**src/rtl/osc_tick_ctrl.sv**
```systemverilog
// Oscillator tick controller: holds the fabric in warm-up for a fixed settle time,
// then emits a programmable one-cycle tick. Divisor reloads land on tick boundaries.
module osc_tick_ctrl #(
  parameter int unsigned STARTUP_CYCLES = 1024,
  parameter int unsigned DIV_W          = 16,
  parameter int unsigned DEFAULT_DIV    = 250,
  parameter int unsigned CNT_W          = 16
) (
  input  logic             i_clk,
  input  logic             i_rst_n,
  input  logic             i_enable,
  input  logic             i_cfg_valid,
  input  logic [DIV_W-1:0] i_cfg_div,
  output logic             o_cfg_ready,
  output logic             o_osc_ready,
  output logic             o_tick,
  output logic [CNT_W-1:0] o_tick_cnt,
  output logic [DIV_W-1:0] o_cur_div
);

  localparam int unsigned WARM_W = (STARTUP_CYCLES > 1) ? $clog2(STARTUP_CYCLES) : 1;

  localparam logic [0:0] ST_WARMUP = 1'b0;
  localparam logic [0:0] ST_RUN    = 1'b1;

  logic [0:0]       r_state,     w_state_d;
  logic [WARM_W-1:0] r_warm,     w_warm_d;
  logic [DIV_W-1:0] r_cnt,       w_cnt_d;
  logic [DIV_W-1:0] r_cur_div,   w_cur_div_d;
  logic             r_pend,      w_pend_d;
  logic [DIV_W-1:0] r_pend_div,  w_pend_div_d;
  logic             r_cfg_ready, w_cfg_ready_d;
  logic             r_osc_ready, w_osc_ready_d;
  logic             r_tick,      w_tick_d;
  logic [CNT_W-1:0] r_tick_cnt,  w_tick_cnt_d;

  logic [DIV_W-1:0] w_clamp;
  logic             w_last;
  logic             w_xfer;

  assign w_clamp = (i_cfg_div < DIV_W'(2)) ? DIV_W'(2) : i_cfg_div;
  assign w_last  = (r_cnt == r_cur_div - DIV_W'(1));
  assign w_xfer  = i_cfg_valid & r_cfg_ready;

  // Next-state logic for warm-up sequencing, divider and reload handshake
  always_comb begin
    w_state_d     = r_state;
    w_warm_d      = r_warm;
    w_cnt_d       = r_cnt;
    w_cur_div_d   = r_cur_div;
    w_pend_d      = r_pend;
    w_pend_div_d  = r_pend_div;
    w_cfg_ready_d = r_cfg_ready;
    w_osc_ready_d = r_osc_ready;
    w_tick_d      = 1'b0;
    w_tick_cnt_d  = r_tick_cnt;

    unique case (r_state)
      ST_WARMUP: begin
        w_cnt_d       = '0;
        w_cfg_ready_d = 1'b1;
        if (r_warm == WARM_W'(STARTUP_CYCLES - 1)) begin
          w_state_d     = ST_RUN;
          w_osc_ready_d = 1'b1;
        end else begin
          w_warm_d = r_warm + WARM_W'(1);
        end
        if (w_xfer) w_cur_div_d = w_clamp;
      end

      ST_RUN: begin
        if (i_enable) begin
          if (w_last) begin
            w_cnt_d      = '0;
            w_tick_d     = 1'b1;
            w_tick_cnt_d = r_tick_cnt + CNT_W'(1);
            // Pending divisor takes over exactly on the period boundary
            if (r_pend) begin
              w_cur_div_d = r_pend_div;
              w_pend_d    = 1'b0;
            end
          end else begin
            w_cnt_d = r_cnt + DIV_W'(1);
          end
          // Ready reopens one cycle after the applying tick, once pending has cleared
          if (!r_pend) w_cfg_ready_d = 1'b1;
          if (w_xfer) begin
            w_pend_d      = 1'b1;
            w_pend_div_d  = w_clamp;
            w_cfg_ready_d = 1'b0;
          end
        end else begin
          w_cnt_d       = '0;
          w_cfg_ready_d = 1'b1;
          if (r_pend) begin
            w_cur_div_d = r_pend_div;
            w_pend_d    = 1'b0;
          end else if (w_xfer) begin
            w_cur_div_d = w_clamp;
          end
        end
      end

      default: w_state_d = ST_WARMUP;
    endcase
  end

  // State registers; reset restarts warm-up and drops any pending reload
  always_ff @(posedge i_clk or negedge i_rst_n) begin
    if (!i_rst_n) begin
      r_state     <= ST_WARMUP;
      r_warm      <= '0;
      r_cnt       <= '0;
      r_cur_div   <= DIV_W'(DEFAULT_DIV);
      r_pend      <= 1'b0;
      r_pend_div  <= '0;
      r_cfg_ready <= 1'b1;
      r_osc_ready <= 1'b0;
      r_tick      <= 1'b0;
      r_tick_cnt  <= '0;
    end else begin
      r_state     <= w_state_d;
      r_warm      <= w_warm_d;
      r_cnt       <= w_cnt_d;
      r_cur_div   <= w_cur_div_d;
      r_pend      <= w_pend_d;
      r_pend_div  <= w_pend_div_d;
      r_cfg_ready <= w_cfg_ready_d;
      r_osc_ready <= w_osc_ready_d;
      r_tick      <= w_tick_d;
      r_tick_cnt  <= w_tick_cnt_d;
    end
  end

  assign o_cfg_ready = r_cfg_ready;
  assign o_osc_ready = r_osc_ready;
  assign o_tick      = r_tick;
  assign o_tick_cnt  = r_tick_cnt;
  assign o_cur_div   = r_cur_div;

endmodule
```
**config.mk**
```make
export PLATFORM = sky130hd
export DESIGN_NAME = osc_tick_ctrl
export DESIGN_NICKNAME = d
export VERILOG_FILES = /design/src/rtl/osc_tick_ctrl.sv
export SDC_FILE = /design/constraint.sdc
export NUM_CORES = 1
export LEC_CHECK = 0
export ABC_CLOCK_PERIOD_IN_PS = 2830
export BUFFER_PORTS_ARGS = -buffer_cell sky130_fd_sc_hd__buf_2
export CORE_MARGIN = 5
export CORE_UTILIZATION = 37
export CTS_BUF_LIST = sky130_fd_sc_hd__clkbuf_2 sky130_fd_sc_hd__clkbuf_4 sky130_fd_sc_hd__clkbuf_8
export DETAILED_ROUTE_END_ITERATION = 10
export MAX_ROUTING_LAYER = met4
export SLEW_MARGIN = 20
export SYNTH_ARGS = -nofsm -noshare
export SYNTH_HDL_FRONTEND = slang
export SYNTH_SLANG_ARGS = --single-unit
```
**constraint.sdc**
```tcl
create_clock -name i_clk -period 2.83 [get_ports i_clk]
set_clock_uncertainty 0.05 [all_clocks]
set_input_delay 0.566 -clock i_clk [delete_from_list [all_inputs] [get_ports i_clk]]
set_output_delay 0.566 -clock i_clk [all_outputs]
set_load 0.02 [all_outputs]
```
== Word level (Yosys, flattened, before mapping) ==
Cells that the tools add are included.

* Register bits after elaboration: 79
* Input port bits: 20
* Logic and storage cells: 52

* $add $sub $neg: 4
* $lt $le $gt $ge: 1
* Equal/unequal tests: 6
* Muxes and demuxes: 22
* Bitwise logic cells: 3
* Reduce and logical (&&, ||, !) cells: 6

{| class="wikitable"
|+ Operators with widths
! cell !! count
|-
| $mux 16 || 8
|-
| $pmux 16 s2 || 2
|-
| $add 16x1->16 const B || 2
|-
| $eq 16x16->1 || 1
|-
| $lt 16x2->1 const B || 1
|-
| $sub 16x1->16 const B || 1
|-
| $mux 1 || 11
|-
| $add 10x1->10 const B || 1
|-
| $eq 10x10->1 const B || 1
|-
| $reduce_and 2->1 || 4
|-
| $ne 3x2->1 const B || 2
|-
| $reduce_and 3->1 || 2
|-
| $ne 4x3->1 const B || 1
|-
| $ne 3x1->1 const B || 1
|-
| $not 1->1 || 2
|-
| $pmux 1 s2 || 1
|-
| $and 1x1->1 || 1
|}

== Depth between registers and ports, before layout ==
* Word-level depth: 6
* Mapped depth: 12
* Mapped depth without buffers: 9

== Worst setup path before layout ==
No wires, ideal clock.

* Path type: reg2reg
* Start: reg r_cur_div[7], in the netlist o_cur_div[7]
* End: reg r_cur_div[7], in the netlist o_cur_div[7]
* Setup time: 0.081 ns
* Data arrival time: 3.066 ns
* Data required time: 2.699 ns
* Setup slack: -0.368 ns
* Stages on the path, launching flop included: 12
* Buffers on the path: 4
* Clock period less this slack: 3.198 ns
* Cell sequence: dfstp_2 > clkbuf_1 > xor2_1 > o211a_1 > o2111ai_1 > or4_1 > or4_1 > buf_2 > or2_1 > buf_6 > buf_12 > a211oi_2

* Cells in the longest elaborated chain, start to end: 4
* Elaborated cells on any way between the ends: 8
* Classes of those cells: add/sub: 1; eq/ne: 2; mux: 4; reduce/logical: 1

{| class="wikitable"
|+ Ends and longest elaborated chain
! what !! RTL line !! RTL
|-
| start, declared || 29 || <nowiki>logic [DIV_W-1:0] r_cur_div, w_cur_div_d;</nowiki>
|-
| start signal, assigned || 114 || <nowiki>r_cur_div <= DIV_W'(DEFAULT_DIV);</nowiki>
|-
| start signal, assigned || 125 || <nowiki>r_cur_div <= w_cur_div_d;</nowiki>
|-
| $sub 16x1->16 / $mux 16 (equally long branches) || -- ||
|-
| $eq 16x16->1 / $mux 16 (equally long branches) || -- ||
|-
| $ne 3x2->1 (no source line) / $mux 16 (equally long branches) || -- ||
|-
| $reduce_and 2->1 (no source line) / $pmux 16 s2 (equally long branches) || -- ||
|}

Several ways; a longest one is shown, not always the timed one.
A chain may end at the register's enable or synchronous reset.

== Worst setup path in the final report ==
* Start: reg r_cur_div[4], in the netlist o_cur_div[4]
* End: reg r_cur_div[10], in the netlist o_cur_div[10]

* Cells in the longest elaborated chain, start to end: 4

{| class="wikitable"
|+ Ends and longest elaborated chain
! what !! RTL line !! RTL
|-
| $sub 16x1->16 || 42 || <nowiki>assign w_last = (r_cnt == r_cur_div - DIV_W'(1));</nowiki>
|-
| $eq 16x16->1 || 42 ||
|-
| $ne 3x2->1 (no source line) || -- ||
|-
| $reduce_and 2->1 (no source line) || -- ||
|}

Every way passes these cells.

==> results.yml <==
outcome:
  status: "finished with violations"
  violations: "negative setup slack"
global_routing:
  grt.overflow.total: 0
  grt_pass1_wl_mm: 20.8
  grt_pass1_vias: 4137
  track_usage_pct: 18.0
  antenna_found_initial: 0
  grt_max_degree: 41
synth:
  ys_ff_latch: 79
  synth_top_family_by_area: "simple AND/OR/NAND/NOR gates"
  synth_simple_gate_area_share_pct: 26.4
  syn_area_per_cell_sq_um: 9.44
  yosysSeqAreaShare_pct: 42.3
  syn_inst: 497
  synth_area_sq_um: 4690
  synth-compound-area-share_pct: 11.9
  synthesis.nets: 521
  yosys_warnings: 0
  async_flop_share_pct: 100
  synth-edff-count: 0
  ys_types: 58
  synth-adder-area-share_pct: 1.07
  synth.area.mux_share_pct: 3.84
  synth-main-ff-cell: "dfrtp_1"
  synth_xor_xnor_area_share_pct: 9.71
critical_path:
  cp-end-kind: "flop"
  reg2reg_depth: 7
  arrival_ns: 3.13
  crit_buf_inv: 1
  critPathLaunchType: "flop"
  crit_start: "o_cur_div[4]"
  critPathMaxStageDelay_ns: 0.59
  path_cells: "or4_4 > o31a_2 > o21ba_2 > or4_4 > or2_4 > clkbuf_16 > a211oi_2"
  worstSetupPathType: "flop to flop"
  regToRegEndpoint: "o_cur_div[10]"
  cp_slowest_cell: "or4_4"
  crit_required_ns: 3.07
  worstPathMaxFanout: 8
  reg2reg_slack_ns: -0.06
  crit_path_frequent_cell: "or4_4"
  worst_path_dominant_cell_family: "simple AND/OR/NAND/NOR gates"
  rr_startpoint: "o_cur_div[4]"
cells_and_area:
  final_nets: 618
  area.growth.synth_to_final_pct: 28.5
  fin_area_sq_um: 6030
  layout-drive-gt1-share_pct: 36.2
  antenna_cells: 0
timing:
  rsz0062_at_grt: "true"
  drv_slew: 0
  hold_viol: 0
  setup_viol: 21
  slew_headroom_pct: 57.7
  worst_pin_slew_ns: 0.635
  fin_ws_ns: -0.0638
  max_freq_ghz: 0.346
  period_needed_ns: 2.89
  fin_crit_sh_pct: 102
  whs_ns: 0.115
job:
  drv_cap: 0
detailed_routing:
  viasPerCell: 5.23
  num_vias: 4031
  wl_per_cell_um: 16.0
  drt_iter0_markers: 119
  wirelength_mm: 12.4
  dr.pass1.iters: 4
  antenna_left: 0
  drc_errors: 0
floorplanning:
  chipHeight_um: 123
  start_util_pct: 37.5
  fp.coreArea_sq_um: 12500
  die_w_um: 123
  die-area_sq_um: 15000
  ios: 55
  rows: 41
placed_design:
  dp_hpwl_mm: 9.07
  portBuffers: 54
  postPlaceCellArea_sq_um: 5640
  gp_congestion: 0.863
clocking:
  clock_path_buffers: 2
  clk_pin_slew_ns: 0.08
  htree_levels: 3
  tritoncts: "done"
  cts_sinks: 79
  cts_root_buffer: "clkbuf_8"
  insertion_delay_ns: 0.37
  cts_hold_buf: 0
  cts_buffers: 9
power_and_ir_drop:
  ir_worst_vdd_uv: 311
  power_leakage_nw: 2.83
  p_per_area_nw_per_um2: 391
min_path:
  min_path_type: "primary input to async pin"
-- placed cells by master, fill, tap and decap left out, types with 7 or more instances in the layout --
cell type  instances
a211oi_2          11
nor3_1            33
buf_4             60
and3_1             9
clkbuf_8          12
o21ai_0           35
xor2_1            31
buf_2             53
nand4_1            7
nor2_1            27
inv_1              7
xnor2_1           19
or3_1             14
nand2_1           56
nand3_1           23
dfrtp_1           71
nor4_4            12
dfstp_2            7
mux2_2            16
-- sequential cells by signal, indices dropped and copies added (netlist names) --
name,flops
o_cur_div,16
o_tick_cnt,16
r_cnt,16
r_pend_div,16
r_warm,10
o_cfg_ready,1
o_osc_ready,1
o_tick,1
r_pend,1
r_state,1
-- report_power, final --
group | internal (mW) | switching, mW | leakage (nW) | total, mW
Clock | 0.390 | 0.433 | 0.0946 | 0.823
Combinational | 0.155 | 0.198 | 1.70 | 0.353
Sequential | 1.15 | 0.0295 | 1.03 | 1.18
Total | 1.70 | 0.661 | 2.83 | 2.36
-- cell usage after synthesis (all sizes together), types with 3 or more instances --
cell type  count  area (sq um)
nor4b          4          47.6
nor2b          4          25.0
buf           12           109
dfstp          7           184
a21oi          4          20.0
nor3          38           195
xor2          32           280
nor2          28           105
nand3         23           115
nor4          16           144
ha             4          50.1
nand4          7          43.8
nand2         58           220
o211ai         7          67.6
xnor2         20           175
or4            5          37.5
nand2b         4          25.0
dfrtp         72          1800
and3          10          63.8
and2           3          18.8
a211oi        17           163
o21ai         35           175
or3b           3          26.3
inv            8          30.0
clkbuf        18          67.6
mux2          16           180
or3           14          87.6
-- repair_timing --
item | 4_1_cts | 5_1_grt
pin swaps | 9 | 7
buffers inserted | 1 | 2
cloned | 0 | 1
resized for setup | 19 | 9
endpoints found under the setup margin | 49 | 49
-- area by class of cell --
cell class	instances	area (sq um)
inverter	8	30.0
tap	172	215
multi-input combinational	378	2800
fill	1209	6490
sequential	79	1990
timing repair buffer	118	807
clock inverter	4	28.8
clock buffer	12	165
-- stage by stage --
step	cells	util (%)	setup WS, ns	power (mW)	setup TNS (ns)
after global routing	771	48.2	-0.184	2.48	-5.12
after detailed placement	751	45.1	-0.404	1.54	-12.62
final	771	48.2	-0.0638	2.36	-0.674
after CTS	768	47.4	-0.0684	2.39	-0.737
after floorplan	497	-	-0.209	1.38	-4.61
after global placement	751	45.1	-0.361	1.53	-12.36
-- logic make-up (layout without fill, tap and decap cells) --
family | Yosys count | in the layout
adders and majority gates | 4 | 4
xor gates and xnor gates | 52 | 52
AOI/OAI and AO/OA | 79 | 79
muxes | 16 | 16
and+or+nand+nor | 227 | 227
DFF | 79 | 79
buffers and inverters | 40 | 142
-- worst max path at each step --
stage	end	slack (ns)	depth (start not counted)
6_report	o_cur_div[10]	-0.06	7
5_1_grt	o_tick_cnt[5]	-0.18	10
4_1_cts	o_tick_cnt[7]	-0.07	7
3_5_place_dp	o_tick_cnt[7]	-0.40	9
3_3_place_gp	o_tick_cnt[5]	-0.36	9
2_1_floorplan	o_cur_div[7]	-0.21	11
-- worst reg2reg max path: cells and delay by family (launching register included) --
kind / cells / cell delay (ns)
buffers and inverters: 1 / 0.18
AO/OA/AOI/OAI: 3 / 0.74
flip-flops: 1 / 0.41
AND/OR/NAND/NOR: 3 / 1.44
-- metal layers --
metal | wire length (um) | track usage, % | part of all wire [%]
met5 | 0 | - | 0
met4 | 352 | 8.54 | 2.8
met3 | 376 | 2.95 | 3.0
met2 | 6050 | 28.5 | 49
met1 | 5580 | 22.6 | 45
No activity file was read; power rests on OpenSTA's default activity.
